## config.mk

```make
export PLATFORM = sky130hd
export DESIGN_NAME = fifo_wr_arbiter
export DESIGN_NICKNAME = d
export VERILOG_FILES = /design/src/rtl/fifo_arb_pkg.sv /design/src/rtl/rr_arbiter2.sv /design/src/rtl/fifo_wr_arbiter.sv
export SDC_FILE = /design/constraint.sdc
export NUM_CORES = 1
export LEC_CHECK = 0
export BUFFER_PORTS_ARGS = -buffer_cell sky130_fd_sc_hd__clkbuf_2
export CAP_MARGIN = 10
export CORE_MARGIN = 10
export CORE_UTILIZATION = 53
export DETAILED_ROUTE_END_ITERATION = 8
export PLACE_DENSITY_LB_ADDON = 0.12
export SYNTH_ARGS = -nofsm -noshare
export SYNTH_HDL_FRONTEND = slang
export SYNTH_SLANG_ARGS = --single-unit
```

## constraint.sdc

```tcl
create_clock -name clk -period 2.9 [get_ports clk]
set_input_delay 0.58 -clock clk [delete_from_list [all_inputs] [get_ports clk]]
set_output_delay 0.58 -clock clk [all_outputs]
set_load 0.02 [all_outputs]
```

## src/rtl/fifo_arb_pkg.sv

```systemverilog
// fifo_arb_pkg: shared types and constants for the FIFO write-port arbiter
package fifo_arb_pkg;
  typedef enum logic [1:0] {IDLE, XFER, DROP} arb_state_t;
  localparam logic PORT0 = 1'b0;
  localparam logic PORT1 = 1'b1;
  localparam int MAX_FRAME_LEN_DEF = 1518;
endpackage

```

## src/rtl/rr_arbiter2.sv

```systemverilog
// rr_arbiter2: two-requester round-robin grant, ties go to the port not granted last
module rr_arbiter2
  import fifo_arb_pkg::*;
(
  input  logic [1:0] req,
  input  logic       last_grant,
  output logic [1:0] gnt
);
  // a lone requester wins outright; on a tie the other port gets its turn
  always_comb gnt = &req ? (last_grant == PORT0 ? 2'b10 : 2'b01) : req;
endmodule

```

## src/rtl/fifo_wr_arbiter.sv

```systemverilog
// fifo_wr_arbiter: frame-atomic round-robin sharing of a FIFO write port between two byte streams
module fifo_wr_arbiter
  import fifo_arb_pkg::*;
#(
  parameter int DATA_WIDTH    = 8,
  parameter int MAX_FRAME_LEN = MAX_FRAME_LEN_DEF,
  parameter int CNT_WIDTH     = 11
) (
  input  logic                  clk,
  input  logic                  reset_n,
  input  logic [DATA_WIDTH-1:0] s0_axis_tdata,
  input  logic                  s0_axis_tvalid,
  input  logic                  s0_axis_tlast,
  output logic                  s0_axis_tready,
  input  logic [DATA_WIDTH-1:0] s1_axis_tdata,
  input  logic                  s1_axis_tvalid,
  input  logic                  s1_axis_tlast,
  output logic                  s1_axis_tready,
  output logic [DATA_WIDTH:0]   fifo_wr_data,
  output logic                  fifo_wr_en,
  input  logic                  fifo_full,
  input  logic                  fifo_almost_full,
  output logic [1:0]            grant,
  output logic                  frame_trunc
);
  arb_state_t            state_q, state_d;
  logic [1:0]            grant_q, grant_d, req, arb_gnt;
  logic [CNT_WIDTH-1:0]  beat_cnt_q, beat_cnt_d;
  logic                  last_grant_q, last_grant_d, frame_trunc_q, frame_trunc_d;
  logic                  sel, tvalid, tlast, rdy, acc, at_max;
  logic [DATA_WIDTH-1:0] tdata;

  assign req = {s1_axis_tvalid, s0_axis_tvalid};

  rr_arbiter2 u_arb (.req(req), .last_grant(last_grant_q), .gnt(arb_gnt));

  // mux the granted source and derive handshake / write strobe
  always_comb begin
    sel            = grant_q[1];
    tvalid         = sel ? s1_axis_tvalid : s0_axis_tvalid;
    tlast          = sel ? s1_axis_tlast : s0_axis_tlast;
    tdata          = sel ? s1_axis_tdata : s0_axis_tdata;
    rdy            = state_q == XFER ? !fifo_full : state_q == DROP;
    s0_axis_tready = grant_q[0] & rdy;
    s1_axis_tready = grant_q[1] & rdy;
    acc            = (|grant_q) & tvalid & rdy;
    at_max         = beat_cnt_q == CNT_WIDTH'(MAX_FRAME_LEN - 1);
    fifo_wr_en     = acc & (state_q == XFER);
    fifo_wr_data   = fifo_wr_en ? {tlast | at_max, tdata} : '0;
  end

  // next-state: arbitrate in IDLE, count beats in XFER, truncate into DROP, release on tlast
  always_comb begin
    state_d       = state_q;
    grant_d       = grant_q;
    beat_cnt_d    = beat_cnt_q;
    last_grant_d  = last_grant_q;
    frame_trunc_d = 1'b0;
    case (state_q)
      IDLE: if (!fifo_almost_full && |req) begin
        grant_d = arb_gnt;
        state_d = XFER;
      end
      XFER: if (acc && !tlast) begin
        if (at_max) begin
          state_d       = DROP;
          frame_trunc_d = 1'b1;
        end else beat_cnt_d = beat_cnt_q + CNT_WIDTH'(1);
      end
      DROP: ;
      default: state_d = IDLE;
    endcase
    if (acc && tlast) begin
      state_d      = IDLE;
      grant_d      = 2'b00;
      beat_cnt_d   = '0;
      last_grant_d = sel;
    end
  end

  // state registers; port 1 marked as last owner so port 0 wins the first tie
  always_ff @(posedge clk or negedge reset_n) begin
    if (!reset_n) begin
      state_q       <= IDLE;
      grant_q       <= 2'b00;
      beat_cnt_q    <= '0;
      last_grant_q  <= PORT1;
      frame_trunc_q <= 1'b0;
    end else begin
      state_q       <= state_d;
      grant_q       <= grant_d;
      beat_cnt_q    <= beat_cnt_d;
      last_grant_q  <= last_grant_d;
      frame_trunc_q <= frame_trunc_d;
    end
  end

  assign grant       = grant_q;
  assign frame_trunc = frame_trunc_q;
endmodule

```

# After elaboration in Yosys (flattened, before gate mapping)
# Index checks and enable logic that the tools add are counted.
# totals
input_bits	24
register_bits	17
word_cells	59
# classes
addsub	1
n_reduce_logical	17
mux	22
bitwise_logic	6
eq_ne	8
# op_table
cell	n
11-bit 2-to-1 mux	4
2-bit 2-to-1 mux	9
11-bit by 1-bit adder with 11-bit output (second input constant)	1
11-bit == test (second input constant)	1
9-bit 2-to-1 mux	1
8-bit 2-to-1 mux	1
2-bit nonzero test	4
1-bit 2-to-1 mux	6
2-bit case mux with 3 select lines	1
1-bit bitwise AND	5
2-bit by 1-bit != test with 1-bit output (second input constant)	2
2-bit AND reduction	2
4-bit AND reduction	1
2-bit OR reduction	2
1-bit logical AND	3
1-bit zero test	3
3-bit by 1-bit != test with 1-bit output (second input constant)	1
3-bit by 2-bit != test with 1-bit output (second input constant)	1
3-bit != test (second input constant)	1
3-bit AND reduction	1
2-bit by 1-bit == test with 1-bit output (second input constant)	1
2-bit == test (second input constant)	1
2-bit zero test	1
1-bit OR	1

# Depth between registers and ports, before layout
# Gate-level depths: netlist (run 1).
# logic_depth
word_depth	7
depth_mapped	7

# Cells and area by module
# A second synthesis (run 1) with hierarchy kept.
# hier_totals
cells_unflattened	132
hier_area_um2	1164.9
# modules_own_cells
mod	cells_each	n_inst	area_each_um2
fifo_wr_arbiter	129	1	1146.1
rr_arbiter2	3	1	18.8

# Least setup slack after synthesis (run 1)
# No wires, ideal clock.
# synth_timing
kind	input to output
start	input port fifo_full
end	output port fifo_wr_data[8]
required_time_ns	2.320
path_slack_ns	0.365
arrival_ns	1.955
cell_stages	5
n_path_buf	2
path_cell_list	or3b_4 a21o_4 clkbuf_1 clkbuf_1 a21oi_1
# synth_between
elab_chain_cells	5
# synth_lines
element	line	text
start, declared	fifo_wr_arbiter.sv:21	input logic fifo_full,
1-bit zero test	fifo_wr_arbiter.sv:43	rdy = state_q == XFER ? !fifo_full : state_q == DROP;
1-bit 2-to-1 mux	fifo_wr_arbiter.sv:43	
1-bit bitwise AND	fifo_wr_arbiter.sv:46	acc = (|grant_q) & tvalid & rdy;
1-bit bitwise AND	fifo_wr_arbiter.sv:48	fifo_wr_en = acc & (state_q == XFER);
9-bit 2-to-1 mux	fifo_wr_arbiter.sv:49	fifo_wr_data = fifo_wr_en ? {tlast | at_max, tdata} : '0;
end, declared	fifo_wr_arbiter.sv:19	output logic [DATA_WIDTH:0] fifo_wr_data,
# No other way between the ends.

# Worst setup path in the final report (run 1)
# layout_timing
start	register state_q[1]
end	output port fifo_wr_data[8]
# layout_between
elab_chain_cells	5
# layout_lines
element	line	text
start, declared	fifo_wr_arbiter.sv:26	arb_state_t state_q, state_d;
start signal, assigned	fifo_wr_arbiter.sv:90	state_q <= state_d;
2-bit == test / 2-bit by 1-bit == test with 1-bit output (equally long branches)	fifo_wr_arbiter.sv:43, fifo_wr_arbiter.sv:48	
1-bit 2-to-1 mux	fifo_wr_arbiter.sv:43	
1-bit bitwise AND	fifo_wr_arbiter.sv:46	
1-bit bitwise AND *	fifo_wr_arbiter.sv:48	
9-bit 2-to-1 mux *	fifo_wr_arbiter.sv:49	
# Every way passes the cells marked *; elsewhere a longest branch is shown, timed or not.

==> flow_summary.toml, run 1 <==
[floorplanning]
start_util_pct = 56.6
fp-row-count = 16
core_um2 = 1980
dieArea_um2 = 4350
die_h_um = 66.0
die_w_um = 66.0
ios = 39

[layout]
multiInputGateArea_um2 = 643
fillers = 173
fin_nets = 188
diodes = 0
final_area_um2 = 1370
seqCellArea_um2 = 427
area_delta_synth_final_pct = 22.1
final_cell_count_no_fill = 188
drive_gt1_share_pct = 32.9

[timing]
min_period_ns = 2.37
slew_violations = 0
maxSlewHeadroom_pct = 71.5
rsz0062_at_grt = "false"
max_freq_mhz = 421
min_period_over_period_pct = 81.8
worst_slew_pin_slew_ns = 0.428
fin_tns_setup_ns = 0
timing.hold.ws_ns = 0.197
final_hold_viol_count = 0
finalSetupViolations = 0
fin_skew_ns = 0.00501

[pwr]
p_total_mw = 0.912
powerDensity_nw_per_um2 = 666
leakagePower_nw = 0.631
ir_drop_mv = 0.544

[global_routing]
overflow = 0
grt_max_degree = 28
antenna_found_initial = 0
grt_pass1_wl_um = 4510
grt_pass1_vias = 1069
track_usage_pct = 12.7

[route]
post_drt_wl_per_cell_um = 14.3
num_vias = 1088
postRouteAntennaNets = 0
viasPerCell = 5.79
drtPass1Iterations = 4
wl_um = 2690
drtIter0Drc = 39
drc_errors = 0

[setup_path]
worstReg2RegStart = "state_q[1]"
start_kind = "register"
rr_worst_depth = 4
crit-reg2reg-capture = "beat_cnt_q[4]"
critPathMaxFanout = 27
startpoint = "state_q[1]"
crit_type = "reg -> out"
worstSetupEndpointType = "output pin"
r2r_setup_slack_ns = 0.99
crit_arrival_ns = 1.79
required_ns = 2.32
crit_path_end = "fifo_wr_data[8]"

[logic_synthesis]
synth_fp_nets = 148
ys_warn_count = 0
ys_types = 36
synth_seq_cells = 17
syn_area_per_cell_um2 = 9.19
syn_inst = 122
synthesis.area_um2 = 1120
ys_seq_area_share_pct = 38.1

[cts]
cts_made_buffers = 3
h-tree-depth = 1
cts.sinks = 17
clk_pin_slew_worst_paths_ns = 0.10
cts_tree = "done"
cts_resized = 0
cts.path.max_buffers = 2
cts-root-buf = "clkbuf_4"
clk_latency_ns = 0.30
postCtsSetupBuffers = 0
ctsHoldBuffers = 0

[placed_design]
io_buffers = 38
placed_area_um2 = 1340
place.gp.congestion = 0.774
dp_hpwl_um = 2160
dp.cells = 184

[job]
maxCapViolations = 0

[run_status]
outcome = "completed"

[worst_hold_path]
min-delay-path-class = "in -> async"
worst min-delay path by stage:
| stage | to | slack [ns] |
|---|---|---|
| 2_1_floorplan | beat_cnt_q[0] | 0.28 |
| 3_3_place_gp | grant[0] | 0.53 |
| 3_5_place_dp | grant[0] | 0.54 |
| 4_1_cts | grant[0] | 0.22 |
| 5_1_grt | grant[1] | 0.22 |
| 6_report | grant[1] | 0.20 |
worst max-delay path: stages, from the launching register on:
cell and delay [ns]:
dfrtp_1 0.42, or3b_4 0.45, a21o_4 0.29, a21oi_1 0.14, clkbuf_2 0.19
cells in the mapped netlist (all sizes together):
master,count,area share (%)
nand4b,1,0.78
or3b,1,1.0
mux2i,9,8.0
o21ai,3,1.3
a221oi,1,1.3
and3,1,0.56
nand3b,2,1.3
and4,1,0.78
dfstp,1,2.3
or3,3,1.7
nand4,1,0.56
inv,7,2.3
nor2,12,4.0
nor3,3,1.3
and2,2,1.1
a21oi,12,5.4
dfrtp,16,36
nand2b,3,1.7
a32o,1,0.89
ha,2,2.2
mux2,1,1.0
xnor2,1,0.78
nand3,5,2.2
nand2,4,1.3
o31ai,6,4.0
a22oi,1,0.67
a21o,1,1.3
a2111oi,1,2.5
buf,3,1.2
o21a,1,0.67
clkbuf,3,1.0
nor2b,2,1.1
a31o,3,2.3
or4,6,4.0
a211oi,2,1.3
logic make-up (layout without fill, tap and decap cells):
group / count (synthesis) / count (layout) / share of synthesized area [%]
XOR/XNOR: 1 / 1 / 0.781
flip-flops: 17 / 17 / 38.1
AND/OR/NAND/NOR: 47 / 47 / 23.5
adder cells (fa/ha/maj): 2 / 2 / 2.23
multiplexers: 10 / 10 / 9.04
AO/OA/AOI/OAI: 32 / 32 / 21.8
buffers and inverters: 13 / 52 / 4.58
routing by layer:
metal  share of wire (%)  vias to the layer above  global-route usage, %
li1                    -                      538                      -
met1                  40                      511                   12.1
met2                  47                       34                   23.3
met5                   0                        -                      0
met4                 1.8                        0                   5.50
met3                  11                        5                   4.92
state kept, by name, summed over array words and instances, names as in the netlist:
signal and cells:
state_q 2, frame_trunc 1, beat_cnt_q 11, last_grant_q 1
grant 2
cell usage in the layout (no fill, tap or decap), types with 3 or more instances in the layout:
cell type	n
or3_1	3
clkbuf_4	3
o21ai_0	3
clkbuf_2	38
nand2_1	4
or4_1	6
a31o_2	3
buf_4	3
o31ai_1	6
nand2b_1	3
nor2_1	12
dfrtp_1	16
a21oi_1	12
nand3_1	5
nor3_1	3
inv_1	7
mux2i_1	9
metrics by stage:
| step | utilization [%] | worst slack (ns) |
|---|---|---|
| 2_1_floorplan | - | 0.365 |
| 3_3_place_gp | 67.7 | 0.649 |
| 3_5_place_dp | 67.7 | 0.622 |
| 4_1_cts | 69.1 | 0.523 |
| 5_1_grt | 69.1 | 0.455 |
| 6_report | 69.1 | 0.527 |
where the power goes:
part           internal (mW)  switching (mW)
sequential             0.298          0.0562
combinational          0.188           0.240
clock                 0.0536          0.0762
final cells by class:
class                           instances  area share (%)
Clock buffer                            4            1.92
Inverter                                7            1.92
Sequential cell                        17            31.2
Multi-Input combinational cell         92            47.0
Tap cell                               27            2.47
Timing Repair Buffer                   41            15.5
Note: power is estimated with default switching activity, not from simulation.
==> inputs of run 2 (changes only) <==
--- a/config.mk
+++ b/config.mk
@@ -7,8 +7,9 @@
 export LEC_CHECK = 0
 export BUFFER_PORTS_ARGS = -buffer_cell sky130_fd_sc_hd__clkbuf_2
 export CAP_MARGIN = 10
+export CORE_ASPECT_RATIO = 0.6
 export CORE_MARGIN = 10
-export CORE_UTILIZATION = 53
+export CORE_UTILIZATION = 44
 export DETAILED_ROUTE_END_ITERATION = 8
 export PLACE_DENSITY_LB_ADDON = 0.12
 export SYNTH_ARGS = -nofsm -noshare
==> constraint.sdc (replaced) <==
create_clock -name clk -period 2 [get_ports clk]
set_input_delay 0.4 -clock clk [delete_from_list [all_inputs] [get_ports clk]]
set_output_delay 0.4 -clock clk [all_outputs]
set_load 0.02 [all_outputs]
==> flow_summary.toml, run 2 (synthesis results as in run 1) <==
[setup_path]
startpoint = "grant[1]"
worstReg2RegStart = "grant[1]"
critPathMaxFanout = 6
cp_cell_sequence = "nand3b_1 -> a21o_4 -> a21oi_4 -> buf_8"
path_buf_inv = 1
path_delay_family = "compound AO/OA/AOI/OAI gates"
slowest_delay_ns = 0.41
crit_type = "reg -> out"
crit_arrival_ns = 1.61
worstSetupEndpointType = "output pin"
required_ns = 1.60
critPathSlowestCell = "dfrtp_2"
start_kind = "register"

[cts]
ctsHoldBuffers = 0
clk_pin_slew_worst_paths_ns = 0.07
cts_made_buffers = 3
cts-root-buf = "clkbuf_8"
clk_latency_ns = 0.25
cts.path.max_buffers = 2
cts.sinks = 17
h-tree-depth = 1
cts_tree = "done"

[global_routing]
grt_pass1_wl_um = 5540
overflow = 0
track_usage_pct = 13.3
grtUsageMet2_pct = 21.6
grt_max_degree = 18
grtUsageMet1_pct = 16.4
antenna_found_initial = 0
grt-busiest-layer = "met2"
use_met3_pct = 5.08
grt_pass1_vias = 1149

[run_status]
violations = "negative setup slack"
outcome = "finished with violations"

[layout]
largest_reg_flops = 11
fin_nets = 201
drive_gt1_share_pct = 47.7
layout_commonest_cell = "clkbuf_2"
diodes = 0
final_area_um2 = 1670
largest-register = "beat_cnt_q"
final_cell_mix = "28 x clkbuf_2, 15 x dfrtp_1, 13 x buf_4"
area_delta_synth_final_pct = 49.2

[worst_hold_path]
min-delay-path-class = "in -> async"

[floorplanning]
core_um2 = 2470
start_util_pct = 45.4
die_h_um = 59.1
dieArea_um2 = 5030
die_w_um = 85.2
fp-row-count = 14
ios = 39

[route]
drc_errors = 0
num_vias = 1147
postRouteAntennaNets = 0
viasPerCell = 5.57
drtPass1Iterations = 4
drtIter0Drc = 60
post_drt_wl_per_cell_um = 17.0
wl_um = 3500

[placed_design]
dpl_worst_slack_ns = -0.0393
io_buffers = 38
placed_area_um2 = 1460
dp_hpwl_um = 2430
place.gp.congestion = 0.776

[timing]
final_hold_viol_count = 0
min_period_ns = 2.01
fin_ws_ns = -0.0109
maxSlewHeadroom_pct = 67.9
finalSetupViolations = 1
worst_slew_pin_slew_ns = 0.468
min_period_over_period_pct = 101
fin_skew_ns = 0.00207
slew_violations = 0
fin_tns_setup_ns = -0.0109
max_freq_mhz = 497
rsz0062_at_grt = "true"

[job]
maxCapViolations = 0

[pwr]
ir_drop_mv = 0.600
powerDensity_nw_per_um2 = 995
p_total_mw = 1.66
leakagePower_nw = 0.727
==> run 2: cell type report <==
class                   count  area (µm²)
fillers                   202         797
inverters                   7        26.3
multi-input cells          94         768
repair buffers             52         365
clock buffers               4        45.0
flip-flops and latches     17         428
well taps                  32        40.0
==> run 2: power by group <==
group | total (mW) | leakage, nW | internal, mW | switching [mW]
clock | 0.265 | 0.0228 | 0.142 | 0.123
sequential | 0.498 | 0.223 | 0.435 | 0.0631
combinational | 0.902 | 0.481 | 0.411 | 0.491
==> run 2: metrics by stage <==
stage | std cells | hold slack (ns) | util [%]
floorplan | 122 | 0.104 | -
global placement | 194 | 0.360 | 59.1
detailed placement | 194 | 0.361 | 59.1
CTS | 205 | 0.0861 | 64.0
global route | 206 | 0.107 | 67.7
finish | 206 | 0.0777 | 67.7
==> run 2: worst paths after layout <==
path | end | slack, ns | cells after the start
max | fifo_wr_data[8] | -0.01 | 4
min | beat_cnt_q[1] | 0.08 | 1
max reg2reg | beat_cnt_q[5] | 0.02 | 5
min reg2reg | grant[0] | 0.57 | 2
max in group asynchronous | last_grant_q | 1.58 | 1
min in group clk | grant[0] | 0.43 | 3
==> run 2: timing repair <==
item / in CTS / in global routing
pin swaps: 1 / 6
gates cloned: 2 / 0
buffers inserted: 5 / 1
resized for setup: 5 / 35
endpoints found under the setup margin: 10 / 15
==> run 2: layer usage <==
| metal | up-vias | wire [µm] |
|---|---|---|
| li1 | 560 | - |
| met1 | 543 | 1430 |
| met2 | 37 | 1760 |
| met3 | 7 | 264 |
| met4 | 0 | 47 |
| met5 | - | 0 |
